--- config.mk ---
export PLATFORM = sky130hd
export DESIGN_NAME = lbm_axis_frame_streamer_flat
export DESIGN_NICKNAME = d
export VERILOG_FILES = /design/src/rtl/lbm_axis_frame_streamer_if.sv /design/src/rtl/lbm_axis_frame_streamer.sv /design/src/flat_wrapper.sv
export SDC_FILE = /design/constraint.sdc
export NUM_CORES = 1
export LEC_CHECK = 0
export ABC_AREA = 1
export CAP_MARGIN = 5
export CORE_MARGIN = 2
export CORE_UTILIZATION = 29
export DETAILED_ROUTE_END_ITERATION = 16
export PLACE_DENSITY = 0.54
export SYNTH_ARGS = -nofsm -noshare
export SYNTH_HDL_FRONTEND = slang
export SYNTH_SLANG_ARGS = --single-unit
--- constraint.sdc ---
create_clock -name m00_axis_aclk -period 14.2 [get_ports m00_axis_aclk]
set_clock_uncertainty 0.1 [all_clocks]
set_input_delay 4.26 -clock m00_axis_aclk [delete_from_list [all_inputs] [get_ports m00_axis_aclk]]
set_output_delay 4.26 -clock m00_axis_aclk [all_outputs]
set_load 0.005 [all_outputs]
--- src/rtl/lbm_axis_frame_streamer_if.sv ---
// AXI4-Stream bundle carrying one lattice cell (NUM_CH packed channels) per beat.
interface lbm_axis_frame_streamer_if #(
    parameter int DATA_WIDTH = 16,
    parameter int NUM_CH     = 9
);
    logic                             tvalid;
    logic                             tready;
    logic [NUM_CH*DATA_WIDTH-1:0]     tdata;
    logic [NUM_CH*DATA_WIDTH/8-1:0]   tstrb;
    logic                             tlast;
    logic                             tuser;

    modport master (output tvalid, tdata, tstrb, tlast, tuser, input tready);
    modport slave  (input tvalid, tdata, tstrb, tlast, tuser, output tready);
endinterface

--- src/rtl/lbm_axis_frame_streamer.sv ---
// Streams one frame of cells from the shared-address channel RAMs onto AXI4-Stream,
// using a small prefetch FIFO sized so full-rate streaming survives backpressure.
module lbm_axis_frame_streamer #(
    parameter int DATA_WIDTH    = 16,
    parameter int NUM_CH        = 9,
    parameter int DEPTH         = 2500,
    parameter int ADDRESS_WIDTH = 12,
    parameter int RAM_LATENCY   = 1,
    parameter int TLAST_MODE    = 0,
    parameter int ROW_LEN       = 50
) (
    input  logic                            m00_axis_aclk,
    input  logic                            m00_axis_aresetn,
    input  logic                            frame_ready,
    output logic                            ram_rd_en,
    output logic [ADDRESS_WIDTH-1:0]        ram_rd_addr,
    input  logic [NUM_CH*DATA_WIDTH-1:0]    ram_rd_data,
    lbm_axis_frame_streamer_if.master       m00_axis,
    output logic                            busy,
    output logic                            frame_done,
    output logic [15:0]                     frame_count
);
    localparam int FIFO_DEPTH = RAM_LATENCY + 2;
    localparam int PW = $clog2(FIFO_DEPTH);
    localparam int CW = $clog2(3 * FIFO_DEPTH);
    localparam int IW = ADDRESS_WIDTH + 1;
    localparam int DW = NUM_CH * DATA_WIDTH;
    localparam int EW = DW + 3;
    localparam logic [IW-1:0] DEPTH_I    = IW'(DEPTH);
    localparam logic [IW-1:0] LAST_I     = IW'(DEPTH - 1);
    localparam logic [IW-1:0] ROW_LAST_I = IW'(ROW_LEN - 1);
    localparam logic [CW-1:0] FD_C       = CW'(FIFO_DEPTH);
    localparam logic [PW-1:0] PTR_LAST   = PW'(FIFO_DEPTH - 1);

    typedef enum logic {IDLE, STREAM} state_t;

    state_t                  state_reg, state_next;
    logic                    accept, finish, issue, push, pop, head_final;
    logic                    rd_en_reg, busy_reg, done_reg;
    logic [ADDRESS_WIDTH-1:0] rd_addr_reg;
    logic [IW-1:0]           rd_idx_reg, row_reg;
    logic [2:0]              tag_reg, tag_next;
    logic                    vld_pipe_reg [RAM_LATENCY];
    logic [2:0]              tag_pipe_reg [RAM_LATENCY];
    logic [EW-1:0]           fifo_mem [FIFO_DEPTH];
    logic [EW-1:0]           head;
    logic [PW-1:0]           wr_ptr_reg, rd_ptr_reg;
    logic [CW-1:0]           occ_reg, inflight, level;
    logic [15:0]             count_reg;

    assign head       = fifo_mem[rd_ptr_reg];
    assign head_final = head[DW+2];
    assign push       = vld_pipe_reg[RAM_LATENCY-1];
    assign pop        = (occ_reg != '0) && m00_axis.tready;

    // Everything already requested or buffered once this cycle's pop retires;
    // reads are throttled so this never exceeds the FIFO capacity.
    always_comb begin
        inflight = CW'(rd_en_reg);
        for (int i = 0; i < RAM_LATENCY; i++) begin
            inflight = inflight + CW'(vld_pipe_reg[i]);
        end
        level = occ_reg - CW'(pop) + inflight;
        issue = (state_reg == STREAM) && (rd_idx_reg < DEPTH_I) && (level < FD_C);
    end

    // Tags: {final beat of frame, tlast, tuser}
    always_comb begin
        tag_next    = '0;
        tag_next[0] = (rd_idx_reg == '0);
        tag_next[2] = (rd_idx_reg == LAST_I);
        tag_next[1] = tag_next[2] || ((TLAST_MODE == 1) && (row_reg == ROW_LAST_I));
    end

    always_comb begin
        state_next = state_reg;
        accept     = 1'b0;
        finish     = 1'b0;
        case (state_reg)
            IDLE: begin
                if (frame_ready) begin
                    accept     = 1'b1;
                    state_next = STREAM;
                end
            end
            STREAM: begin
                if (pop && head_final) begin
                    finish     = 1'b1;
                    state_next = IDLE;
                end
            end
            default: state_next = IDLE;
        endcase
    end

    always_ff @(posedge m00_axis_aclk) begin
        if (!m00_axis_aresetn) begin
            state_reg   <= IDLE;
            rd_en_reg   <= 1'b0;
            rd_addr_reg <= '0;
            rd_idx_reg  <= '0;
            row_reg     <= '0;
            tag_reg     <= '0;
            busy_reg    <= 1'b0;
            done_reg    <= 1'b0;
            count_reg   <= '0;
        end else begin
            state_reg <= state_next;
            rd_en_reg <= issue;
            done_reg  <= finish;
            count_reg <= count_reg + 16'(finish);
            if (accept) begin
                rd_idx_reg <= '0;
                row_reg    <= '0;
                busy_reg   <= 1'b1;
            end else if (finish) begin
                busy_reg   <= 1'b0;
            end
            if (issue) begin
                rd_addr_reg <= rd_idx_reg[ADDRESS_WIDTH-1:0];
                rd_idx_reg  <= rd_idx_reg + 1'b1;
                row_reg     <= (row_reg == ROW_LAST_I) ? '0 : row_reg + 1'b1;
                tag_reg     <= tag_next;
            end
        end
    end

    // Tags ride alongside the RAM read latency so they meet their data at the FIFO.
    for (genvar gi = 0; gi < RAM_LATENCY; gi++) begin : g_pipe
        if (gi == 0) begin : g_first
            always_ff @(posedge m00_axis_aclk) begin
                if (!m00_axis_aresetn) begin
                    vld_pipe_reg[gi] <= 1'b0;
                    tag_pipe_reg[gi] <= '0;
                end else begin
                    vld_pipe_reg[gi] <= rd_en_reg;
                    tag_pipe_reg[gi] <= tag_reg;
                end
            end
        end else begin : g_rest
            always_ff @(posedge m00_axis_aclk) begin
                if (!m00_axis_aresetn) begin
                    vld_pipe_reg[gi] <= 1'b0;
                    tag_pipe_reg[gi] <= '0;
                end else begin
                    vld_pipe_reg[gi] <= vld_pipe_reg[gi-1];
                    tag_pipe_reg[gi] <= tag_pipe_reg[gi-1];
                end
            end
        end
    end

    always_ff @(posedge m00_axis_aclk) begin
        if (push) begin
            fifo_mem[wr_ptr_reg] <= {tag_pipe_reg[RAM_LATENCY-1], ram_rd_data};
        end
    end

    always_ff @(posedge m00_axis_aclk) begin
        if (!m00_axis_aresetn) begin
            wr_ptr_reg <= '0;
            rd_ptr_reg <= '0;
            occ_reg    <= '0;
        end else begin
            if (push) wr_ptr_reg <= (wr_ptr_reg == PTR_LAST) ? '0 : wr_ptr_reg + 1'b1;
            if (pop)  rd_ptr_reg <= (rd_ptr_reg == PTR_LAST) ? '0 : rd_ptr_reg + 1'b1;
            occ_reg <= occ_reg + CW'(push) - CW'(pop);
        end
    end

    assert property (@(posedge m00_axis_aclk) disable iff (!m00_axis_aresetn)
        !(push && !pop && (occ_reg == FD_C)));

    assign ram_rd_en       = rd_en_reg;
    assign ram_rd_addr     = rd_addr_reg;
    assign busy            = busy_reg;
    assign frame_done      = done_reg;
    assign frame_count     = count_reg;
    assign m00_axis.tvalid = (occ_reg != '0);
    assign m00_axis.tdata  = head[DW-1:0];
    assign m00_axis.tuser  = head[DW];
    assign m00_axis.tlast  = head[DW+1];
    assign m00_axis.tstrb  = '1;
endmodule

--- src/flat_wrapper.sv ---
// flat-port wrapper written by rule: the top's interface ports become plain ports
module lbm_axis_frame_streamer_flat 
#(
    parameter int DATA_WIDTH    = 16,
    parameter int NUM_CH        = 9,
    parameter int DEPTH         = 2500,
    parameter int ADDRESS_WIDTH = 12,
    parameter int RAM_LATENCY   = 1,
    parameter int TLAST_MODE    = 0,
    parameter int ROW_LEN       = 50
)
  (m00_axis_aclk, m00_axis_aresetn, frame_ready, ram_rd_en, ram_rd_addr, ram_rd_data, busy, frame_done, frame_count, m00_axis_tvalid, m00_axis_tdata, m00_axis_tstrb, m00_axis_tlast, m00_axis_tuser, m00_axis_tready);
  lbm_axis_frame_streamer_if #(.DATA_WIDTH(DATA_WIDTH), .NUM_CH(NUM_CH)) m00_axis_i ();
  input  logic m00_axis_aclk;
  input  logic m00_axis_aresetn;
  input  logic frame_ready;
  output logic ram_rd_en;
  output logic [ADDRESS_WIDTH-1:0] ram_rd_addr;
  input  logic [NUM_CH*DATA_WIDTH-1:0] ram_rd_data;
  output logic busy;
  output logic frame_done;
  output logic [15:0] frame_count;
  output wire logic [$bits(m00_axis_i.tvalid)-1:0] m00_axis_tvalid;
  output wire logic [$bits(m00_axis_i.tdata)-1:0] m00_axis_tdata;
  output wire logic [$bits(m00_axis_i.tstrb)-1:0] m00_axis_tstrb;
  output wire logic [$bits(m00_axis_i.tlast)-1:0] m00_axis_tlast;
  output wire logic [$bits(m00_axis_i.tuser)-1:0] m00_axis_tuser;
  input wire logic [$bits(m00_axis_i.tready)-1:0] m00_axis_tready;
  assign m00_axis_tvalid = m00_axis_i.tvalid;
  assign m00_axis_tdata = m00_axis_i.tdata;
  assign m00_axis_tstrb = m00_axis_i.tstrb;
  assign m00_axis_tlast = m00_axis_i.tlast;
  assign m00_axis_tuser = m00_axis_i.tuser;
  assign m00_axis_i.tready = m00_axis_tready;
  lbm_axis_frame_streamer #(.DATA_WIDTH(DATA_WIDTH), .NUM_CH(NUM_CH), .DEPTH(DEPTH), .ADDRESS_WIDTH(ADDRESS_WIDTH), .RAM_LATENCY(RAM_LATENCY), .TLAST_MODE(TLAST_MODE), .ROW_LEN(ROW_LEN)) u_core (.m00_axis_aclk(m00_axis_aclk), .m00_axis_aresetn(m00_axis_aresetn), .frame_ready(frame_ready), .ram_rd_en(ram_rd_en), .ram_rd_addr(ram_rd_addr), .ram_rd_data(ram_rd_data), .m00_axis(m00_axis_i), .busy(busy), .frame_done(frame_done), .frame_count(frame_count));
endmodule
======== Yosys cells after proc, flatten, opt, wreduce, memory -nomap -nowiden ========
Memory sizes are Yosys's and may differ from the RTL's. A register that Yosys moved wholly into a read port is not among the register bits.
Cells that the tools add are included.
storage, ports and cells
  flip-flop bits (word level) ............. 55
  latch bits .............................. 0
  bits in writable memories ............... 445
  ROM bits ................................ 0
  bits of input ports ..................... 148
  output and inout bits ................... 196
  word-level logic and storage cells ...... 61
  memories ................................ 3
cells by class
  add/subtract/negate cells ............... 9
  multipliers ............................. 0
  div/mod/pow operators ................... 0
  $lt $le $gt $ge ......................... 2
  eq/ne operators ......................... 3
  shifts and indexed selects .............. 0
  mux-type cells .......................... 22
  bitwise gates (word level) .............. 1
  reduce and logical (&&, ||, !) cells .... 10
memories
  memory               words  bits a word  read ports  clocked after Yosys merged registers in  write ports  line                           source
  u_core.fifo_mem      3      147          1           1                                        1            lbm_axis_frame_streamer.sv:45  logic [EW-1:0] fifo_mem [FIFO_DEPTH];
  u_core.tag_pipe_reg  1      3            1           0                                        1            lbm_axis_frame_streamer.sv:44  logic [2:0] tag_pipe_reg [RAM_LATENCY];
  u_core.vld_pipe_reg  1      1            1           0                                        1            lbm_axis_frame_streamer.sv:43  logic vld_pipe_reg [RAM_LATENCY];
operators with widths
  cell                     number
  $mux W13                 2
  $add A16 B1 Y16          1
  $mux W1                  14
  $add A13 B1 Y13 const B  1
  $eq A13 B12 Y1 const B   1
  $logic_not A13 Y1        1
  $lt A13 B12 Y1 const B   1
  $mux W2                  4
  $sub A4 B1 Y4            2
  $add A2 B1 Y2 const B    2
  $add A4 B1 Y4            1
  $add A4 B4 Y4            1
  $eq A2 B2 Y1 const B     2
  $logic_and A1 B1 Y1      4
  $lt A4 B2 Y1 const B     1
  $reduce_bool A2 Y1       2
  $reduce_bool A4 Y1       1
  $mux W3                  1
  $reduce_or A3 Y1         1
  $add A1 B1 Y2            1
  $pmux W1 S2              1
  $not A1 Y1               1
  $reduce_or A1 Y1         1

======== Logic depth before layout (Yosys ltp) ========
Gate-level depths: netlist of run 1.
  word-level depth ........................ 7
  gate-level depth with buffers ........... 19
  depth with buffers taken out ............ 18

======== Worst setup path before layout of run 1 ========
No wires, ideal clock.
  path type ............................... register -> register
  from .................................... mem u_core.vld_pipe_reg[0]
  to ...................................... mem u_core.fifo_mem[0][0] (netlist name) (enable)
  setup time .............................. 0.834 ns
  data arrival time ....................... 10.343 ns
  required time ........................... 13.266 ns
  setup slack ............................. 2.923 ns
  stages on the path, launching flop included .. 3
  buffers on the path ..................... 0
  clock period less this slack ............ 11.277 ns
  cell sequence ........................... dfxtp_1 -> inv_1 -> nor3_1
between the ends
  cells in the longest elaborated chain, start to end .. 3
RTL lines
  element                        line                            source
  from (decl)                    lbm_axis_frame_streamer.sv:43
  $mem_v2 Z1 W1                  n/a
  $mux W1                        lbm_axis_frame_streamer.sv:154  if (push) begin
  $mux W1 (not written as such)  lbm_axis_frame_streamer.sv:155  fifo_mem[wr_ptr_reg] <= {tag_pipe_reg[RAM_LATENCY-1], ram_rd_data};
  to (decl)                      lbm_axis_frame_streamer.sv:45
No other way between the ends.

==> results of run 1 <==
## synthesized netlist by cell type (all sizes together) (2+ instances only)
cell type,number
nor3,6
a211oi,3
inv,64
o211a,2
o21ai,29
a21oi,328
fa,2
ha,13
xor2,6
buf,34
dfxtp,60
nand2,213
or2,2
nor2,210
edfxtp,438
nand3,27
clkbuf,59
nand4,3
## critical path, delay by kind of cell, from the launching register on
kind / cells / cell delay (ps)
AND/OR/NAND/NOR: 1 / 80
flip-flops: 1 / 330
buffers and inverters: 4 / 2700
AO/OA/AOI/OAI: 1 / 260
## placed cells by master, fill, tap and decap left out, types with 2 or more instances in the layout
cell type        netlist  layout
a211oi_1               3       3
a21oi_1              328     328
buf_12                 0       2
buf_4                 20       8
bufinv_16              0       4
clkbuf_1              59       9
clkbuf_16              0      54
clkdlybuf4s50_1        0     325
clkinv_1               0       8
clkinv_2               0      13
clkinvlp_4             0       3
conb_1                 1      18
dfxtp_1               60      58
dfxtp_4                0       2
diode_2                0       3
edfxtp_1             438     438
fa_1                   2       2
ha_1                  13      13
inv_1                 63      61
inv_4                  0       2
inv_6                  0       4
nand2_1              213     213
nand3_1               25      25
nand3_2                2       2
nand4_1                3       3
nor2_1               209     209
nor3_1                 6       4
nor3_2                 0       2
o211a_1                2       2
o21ai_0               28      28
or2_2                  2       2
xor2_1                 6       6
## worst max path at each step
stage | slack [ps] | to | start
3_5_place_dp | 6260 | m00_axis_tdata[91] | register
3_3_place_gp | 6240 | m00_axis_tdata[91] | register
5_1_grt | 5470 | m00_axis_tdata[91] | register
6_report | 5740 | m00_axis_tdata[91] | register
4_1_cts | 5600 | m00_axis_tdata[91] | register
2_1_floorplan | 2920 | u_core.fifo_mem[0][0] | u_core.vld_pipe_reg[0]
## cell type report
cell class,instances,area (um2)
fillers,6118,39900
flip-flops and latches,498,14400
multi-input cells,867,4010
repair buffers,335,3350
clock buffers,63,1390
well taps,855,1070
clock inverters,32,280
inverters,64,250
diodes,3,7.51
## cells by family (layout without fill, tap and decap cells)
| group | after synthesis | after routing | synth area share [%] |
|---|---|---|---|
| simple gates | 463 | 463 | 9.60 |
| buf+inv | 157 | 494 | 3.58 |
| other cells | 1 | 21 | 0.0198 |
| fa+ha+maj | 15 | 15 | 1.07 |
| flops | 498 | 498 | 75.7 |
| compound gates | 365 | 365 | 9.77 |
| xor+xnor | 6 | 6 | 0.277 |
## where the power goes
group          leakage, nW  internal (mW)  switching [mW]
clock network        0.817          0.768           0.567
logic                 3.30          0.564           0.621
registers             4.43           1.65          0.0268
total                 8.56           2.99            1.21
## per-stage QoR
step                      power, mW  instances  setup WS (ps)  utilization, %
after floorplan                2.25       1522           2920               -
after global placement         2.91       2619           6240            35.7
after detailed placement       2.92       2619           6260            35.7
after CTS                      4.27       2714           5600            38.3
after global routing           4.44       2716           5470            38.3
final                          4.20       2717           5740            38.3
## per-layer routing
layer	global-route usage, %	up-vias
met1	18.3	6028
met4	3.88	8
met3	3.85	81
li1	-	5916
met2	22.8	409
met5	0	-
==> metrics.yaml, run 1 <==
floorplanning:
  pin_count: 344
  fp-row-count: 93
  die_w_um: 260
  dieArea_mm2: 0.0675
  die_h_um: 260
  start_util_pct: 29.4
  fp.coreArea_mm2: 0.0646
setup_path:
  cp-start-kind: "register"
  ff2ff_setup_slack_ps: 9750
  r2r_cells: 19
  cp-end-kind: "output pin"
  r2r-end: "u_core.frame_count[12]"
  crit_top_cell: "buf_4"
  cp_slowest_cell: "inv_4"
  worstPathCellList: "buf_4, inv_4, buf_4, nor2_1, a21oi_1, clkdlybuf4s50_1"
  crit_required_ps: 9840
  worstSetupPathType: "register to output pin"
  crit_arrival_ps: 4100
  cp_max_fo: 83
  slowest_delay_ps: 950
drt:
  wl_per_cell_um: 17.8
  drtIter0Drc: 777
  ant_nets: 0
  vias: 12400
  firstDrtPassIters: 5
  via_per_inst: 4.58
  wl_met2_mm: 22.6
  wl_met3_mm: 3.66
  totalWireLength_mm: 48.3
  drc: 0
  routedLengthMet1_mm: 21.0
  top_layer: "met5"
clock_network:
  cts_buffers: 54
  clkLatencyLatePin_ps: 590
  postCtsSetupRepairBufs: 0
  cts-root-buf: "clkbuf_16"
  htree_levels: 2
  clkSinkCount: 498
  path_clk_slew_ps: 60
  cts_tree: "yes"
  cts_resized: 0
  cts_max_path_buffers: 3
  hold_buffers: 0
grt:
  grt_max_degree: 147
  grt_usage_pct: 14.0
  antenna_found_initial: 6
  grt_pass1_vias: 12500
  grt-ovfl-total: 0
  grt_pass1_wl_mm: 72.8
logic_synthesis:
  synth_area_leader_cell: "edfxtp_1"
  postSynthAreaPerCell_um2: 12.6
  syn_area_mm2: 0.0190
  ys_async_sr_fraction_pct: 0
  ys_ff_latch: 498
  synth_top_area_share_pct: 69.4
  yosysWarnings: 0
  synth_cell_types: 31
  synthCells: 1505
  synth_edf_count: 438
  ys.flop_type: "edfxtp_1"
  synth_area_leaders: "edfxtp_1 69%, a21oi_1 8.7%, dfxtp_1 6.3%, nand2_1 4.2%, nor2_1 4.1%"
  ys_seq_area_share_pct: 75.7
power_and_ir_drop:
  powerDensity_mw_per_mm2: 170
  leakagePower_nw: 8.56
  ir_drop_mv: 0.0841
finish:
  fin_area_mm2: 0.0247
  largest_reg_flops: 438
  area_delta_synth_final_pct: 30.3
  nets: 1983
  drive_above_1_share_pct: 5.49
timing:
  clock.fmax_mhz: 118
  hold_violations: 0
  worst_slew_pin_slew_ps: 1230
  slew_violations: 0
  min_period_over_period_pct: 59.6
  period_minus_slack_ps: 8460
  slew_headroom_pct: 17.9
  whs_ps: 329
  setup_violations: 0
  rsz0062_at_grt: "no"
  finalSetupTns_ps: 0
hold_path:
  worst_hold_path.endpoint: "u_core.tag_pipe_reg[0][1]"
  min_path_type: "register to register"
  hold_path_startpoint: "u_core.tag_reg[1]"
  whs_path_depth: 2
placement:
  place_hpwl_mm: 27.1
  port_buffers: 325
  place.gp.congestion: 0.762
  dpl-instance-area_mm2: 0.0230
outcome:
  status: "finished, final reports clean"
flow_run:
  drv_cap: 0
Power figures use the tool's default switching activity.
==> run 2, diff against run 1 <==
Clock period 14.2 ns to 8.4 ns, I/O delays scaled along.
==> run 2 against run 1 <==
- via count down 0.29%
- design area is 0.37% higher
- worst hold slack improved by 22 ps
- critical path type unchanged
- global-route usage rose by 0.16 points
- count of clock-buffer cells in the layout up 7
- sequential cell count stayed put
- register-to-register slack worse by 5000 ps
- non-clock buffer count up 3
- sequential share of layout area decreased by 0.22 points
- core utilization up 0.14 points
- routed wire length up 1.5%
- largest cell class unchanged
- clock power up 74%
==> metrics.yaml, run 2 (synthesized netlist as in run 1, its figures left out) <==
outcome:
  status: "finished, final reports clean"
setup_path:
  cp_slowest_cell: "buf_4"
  slowest_delay_ps: 760
  cp_max_fo: 60
  cp-start-kind: "register"
  worstSetupPathType: "register to output pin"
  cp_num_buf_inv: 3
  crit_arrival_ps: 3650
  worstPathCellList: "buf_4, buf_4, a21oi_1, a21oi_1, clkdlybuf4s50_1"
  crit_required_ps: 5780
  critical-path-top-delay-family: "buffers and inverters"
  cp-end-kind: "output pin"
clock_network:
  cts_max_path_buffers: 3
  cts_tree: "yes"
  clkLatencyLatePin_ps: 590
  path_clk_slew_ps: 60
  cts-root-buf: "clkbuf_16"
  clkSinkCount: 498
  hold_buffers: 0
  htree_levels: 2
  cts_buffers: 53
  cts_resized: 0
  postCtsSetupRepairBufs: 0
drt:
  totalWireLength_mm: 49.1
  wl_per_cell_um: 18.0
  ant_nets: 0
  drtIter0Drc: 654
  firstDrtPassIters: 5
  vias: 12400
  via_per_inst: 4.56
  drc: 0
timing:
  rsz0062_at_grt: "no"
  setup_violations: 0
  worst_slack_ps: 2130
  slew_violations: 0
  worst_slew_pin_slew_ps: 1080
  min_period_over_period_pct: 74.6
  clock.fmax_mhz: 160
  slew_headroom_pct: 27.9
  finalSetupTns_ps: 0
  period_minus_slack_ps: 6270
  hold_violations: 0
power_and_ir_drop:
  powerDensity_mw_per_mm2: 288
  leakagePower_nw: 8.59
  ir_drop_mv: 0.156
placement:
  dp_slack_ps: 2640
  port_buffers: 325
  place.gp.congestion: 0.782
  place_hpwl_mm: 28.0
floorplanning:
  pin_count: 344
  die_w_um: 260
  fp.coreArea_mm2: 0.0646
  fp-row-count: 93
  die_h_um: 260
  start_util_pct: 29.4
  dieArea_mm2: 0.0675
finish:
  area_delta_synth_final_pct: 30.8
  layout_commonest_cell: "edfxtp_1"
  largest_reg_flops: 438
  fillers: 6148
  layout_common_cells: "438 x edfxtp_1, 328 x a21oi_1, 325 x clkdlybuf4s50_1"
  nets: 1985
  drive_above_1_share_pct: 5.58
hold_path:
  min_path_type: "register to register"
grt:
  grt_pass1_wl_mm: 73.6
  grt-ovfl-total: 0
  grt_max_degree: 148
  grt_usage_pct: 14.1
  grt_pass1_vias: 12700
  antenna_found_initial: 4
flow_run:
  drv_cap: 0
run 2: layer usage:
layer / up-vias / part of all wire (%) / GRT usage (%)
li1: 5928 / - / -
met1: 6104 / 43 / 17.8
met2: 312 / 49 / 24.1
met3: 58 / 6.4 / 3.79
met4: 4 / 1.6 / 3.45
met5: - / 0.061 / 0
run 2: where the power goes:
part           internal [mW]  switching [mW]
combinational          0.954            1.02
clock                   1.37           0.939
sequential              2.80          0.0788
total                   5.12            2.04
run 2: path summary, 6_finish.rpt:
path                                   startpoint                         to  slack, ps  depth (start not counted)
worst max-delay path                     register         m00_axis_tdata[37]       2130                          5
worst min register to register  u_core.tag_reg[1]  u_core.tag_pipe_reg[0][1]        350                          2
worst max register to register           register     u_core.frame_count[12]       4770                         17
worst min-delay path            u_core.tag_reg[1]  u_core.tag_pipe_reg[0][1]        350                          2
run 2: area by class of cell:
cell class / count / area, um2 / share of cell area [%]
Antenna cell: 1 / 2.50 / 0.0101
Clock buffer: 70 / 1410 / 5.68
Clock inverter: 28 / 318 / 1.28
Inverter: 64 / 250 / 1.01
Multi-Input combinational cell: 867 / 4020 / 16.2
Sequential cell: 498 / 14400 / 57.9
Tap cell: 855 / 1070 / 4.31
Timing Repair Buffer: 338 / 3380 / 13.6
run 2: metrics by stage:
step	hold WS, ps	power, mW	std cells	area [um2]	utilization, %
final	351	7.16	2721	24800	38.4
after floorplan	305	3.80	1522	19000	-
after CTS	358	7.28	2720	24800	38.4
after global routing	384	7.54	2721	24800	38.4
after global placement	348	4.93	2622	23100	35.7
after detailed placement	353	4.94	2622	23100	35.7
run 2: worst register-to-register path: stages (launching register included):
cell,delay (ps)
dfxtp_4,680
buf_4,670
a21oi_1,140
o21ai_0,100
o21ai_0,240
nor2_1,170
nand2_1,110
inv_1,70
ha_1,160
ha_1,160
nand2_1,50
inv_1,90
nand4_1,130
nor2_1,200
nand2_1,140
nor2_1,150
nand2_1,60
a21oi_1,150
==> run 3, diff against run 2 <==
Settings changed: PLACE_DENSITY 0.54 to 0.56.
Clock period 8.4 ns to 5.6 ns, I/O delays scaled along.
==> run 3 against run 2 <==
- non-clock buffer count is 5 higher
- register-to-register slack worse by 2900 ps
- combinational power is 54% higher
- worst setup slack worse by 1400 ps
- clock power is 48% higher
- count of clock-buffer cells in the layout is 2 lower
- power is 51% higher
- core utilization is 0.14 points higher
- worst hold slack better by 4.0 ps
- via count is 0.49% higher
- highest routed layer unchanged
==> metrics.yaml, run 3 (synthesized netlist as in run 1, its figures left out) <==
timing:
  finalSetupTns_ps: 0
  whs_ps: 355
  min_period_over_period_pct: 87.6
  slew_violations: 0
  worst_slew_pin_slew_ps: 1040
  setup_violations: 0
  slew_headroom_pct: 30.6
  hold_violations: 0
  rsz0062_at_grt: "no"
  clock.fmax_mhz: 204
  period_minus_slack_ps: 4900
drt:
  totalWireLength_mm: 49.2
  drc: 0
  ant_nets: 0
  vias: 12500
  wl_per_cell_um: 18.0
  drtIter0Drc: 712
  via_per_inst: 4.56
  firstDrtPassIters: 5
finish:
  layout_common_cells: "438 x edfxtp_1, 328 x a21oi_1, 325 x clkdlybuf4s50_1"
  multi_input_area_mm2: 0.00402
  layout_commonest_cell: "edfxtp_1"
  fillers: 6105
  area_delta_synth_final_pct: 31.3
  nets: 1991
  largest_reg_flops: 438
  final_cells: 2731
  drive_above_1_share_pct: 5.77
  regArea_mm2: 0.0144
placement:
  place.gp.congestion: 0.781
  place_hpwl_mm: 28.0
  numPlacedInstances: 2627
  port_buffers: 325
setup_path:
  crit_top_cell: "o21ai_0"
  cp-start-kind: "register"
  crit_required_ps: 3820
  ff2ff_setup_slack_ps: 1870
  r2r-end: "u_core.frame_count[12]"
  slowest_delay_ps: 780
  cp_max_fo: 44
  worstPathCellList: "buf_4, a21oi_1, o21ai_0, o21ai_0, inv_1, clkdlybuf4s50_1"
  r2r_cells: 18
  cp-endpoint: "m00_axis_tlast"
  crit_arrival_ps: 3120
  cp_slowest_cell: "dfxtp_4"
  cp-end-kind: "output pin"
  worstSetupPathType: "register to output pin"
clock_network:
  path_clk_slew_ps: 60
  clkSinkCount: 498
  cts_tree: "yes"
  hold_buffers: 0
  htree_levels: 2
  cts_resized: 0
  clkLatencyLatePin_ps: 590
  cts-root-buf: "clkbuf_16"
  cts_buffers: 54
  cts_max_path_buffers: 3
  postCtsSetupRepairBufs: 0
hold_path:
  min_path_type: "register to register"
floorplanning:
  fp-row-count: 93
  die_w_um: 260
  dieArea_mm2: 0.0675
  start_util_pct: 29.4
  pin_count: 344
  fp.coreArea_mm2: 0.0646
  die_h_um: 260
grt:
  antenna_found_initial: 6
  grt_pass1_wl_mm: 73.3
  grt_pass1_vias: 12500
  grt_max_degree: 147
  grt_usage_pct: 14.1
  grt-ovfl-total: 0
power_and_ir_drop:
  powerDensity_mw_per_mm2: 433
  leakagePower_nw: 8.63
  ir_drop_mv: 0.228
flow_run:
  drv_cap: 0
outcome:
  status: "finished, final reports clean"
run 3: power breakdown:
group          internal [mW]  switching (mW)
combinational           1.46            1.59
clock                   2.03            1.41
sequential              4.20           0.103
total                   7.68            3.09
run 3: cell type report:
cell class	instances	area share, %
multi-input cells	867	16.1
repair buffers	343	13.9
well taps	855	4.30
inverters	64	1.01
flip-flops and latches	498	57.7
diodes	4	0.0402
clock inverters	32	1.20
clock buffers	68	5.72
run 3: how the worst min path moves through the flow:
stage | from | depth (start not counted) | slack, ps | end
3_3_place_gp | u_core.tag_reg[1] | 2 | 330 | u_core.tag_pipe_reg[0][1]
5_1_grt | u_core.tag_pipe_reg[0][0] | 0 | 370 | u_core.fifo_mem[1][144]
6_report | u_core.tag_reg[1] | 2 | 350 | u_core.tag_pipe_reg[0][1]
3_5_place_dp | u_core.tag_pipe_reg[0][0] | 0 | 350 | u_core.fifo_mem[0][144]
4_1_cts | u_core.tag_pipe_reg[0][0] | 0 | 360 | u_core.fifo_mem[0][144]
2_1_floorplan | u_core.tag_reg[0] | 2 | 300 | u_core.tag_pipe_reg[0][0]
run 3: critical path, delay by kind of cell, from the launching register on:
family                 cells  cell delay [ps]
buffers and inverters      3             1290
flip-flops                 1              780
AO/OA/AOI/OAI              3              470
run 3: stage by stage:
stage                     total power [mW]  cell area, um2  setup WS (ps)  util (%)
after floorplan                       5.69           19000           1090         -
after detailed placement              7.47           23200            831      35.9
after global routing                  11.4           24900            514      38.5
after CTS                             11.0           24900            641      38.5
after global placement                7.44           23200            913      35.9
final                                 10.8           24900            696      38.5
run 3: layer usage:
layer | up-vias | global-route usage, % | part of all wire, %
li1 | 5952 | - | -
met1 | 6132 | 17.3 | 43
met2 | 310 | 24.4 | 49
met3 | 67 | 3.76 | 6.1
met4 | 6 | 3.88 | 1.9
met5 | - | 0 | 0.094
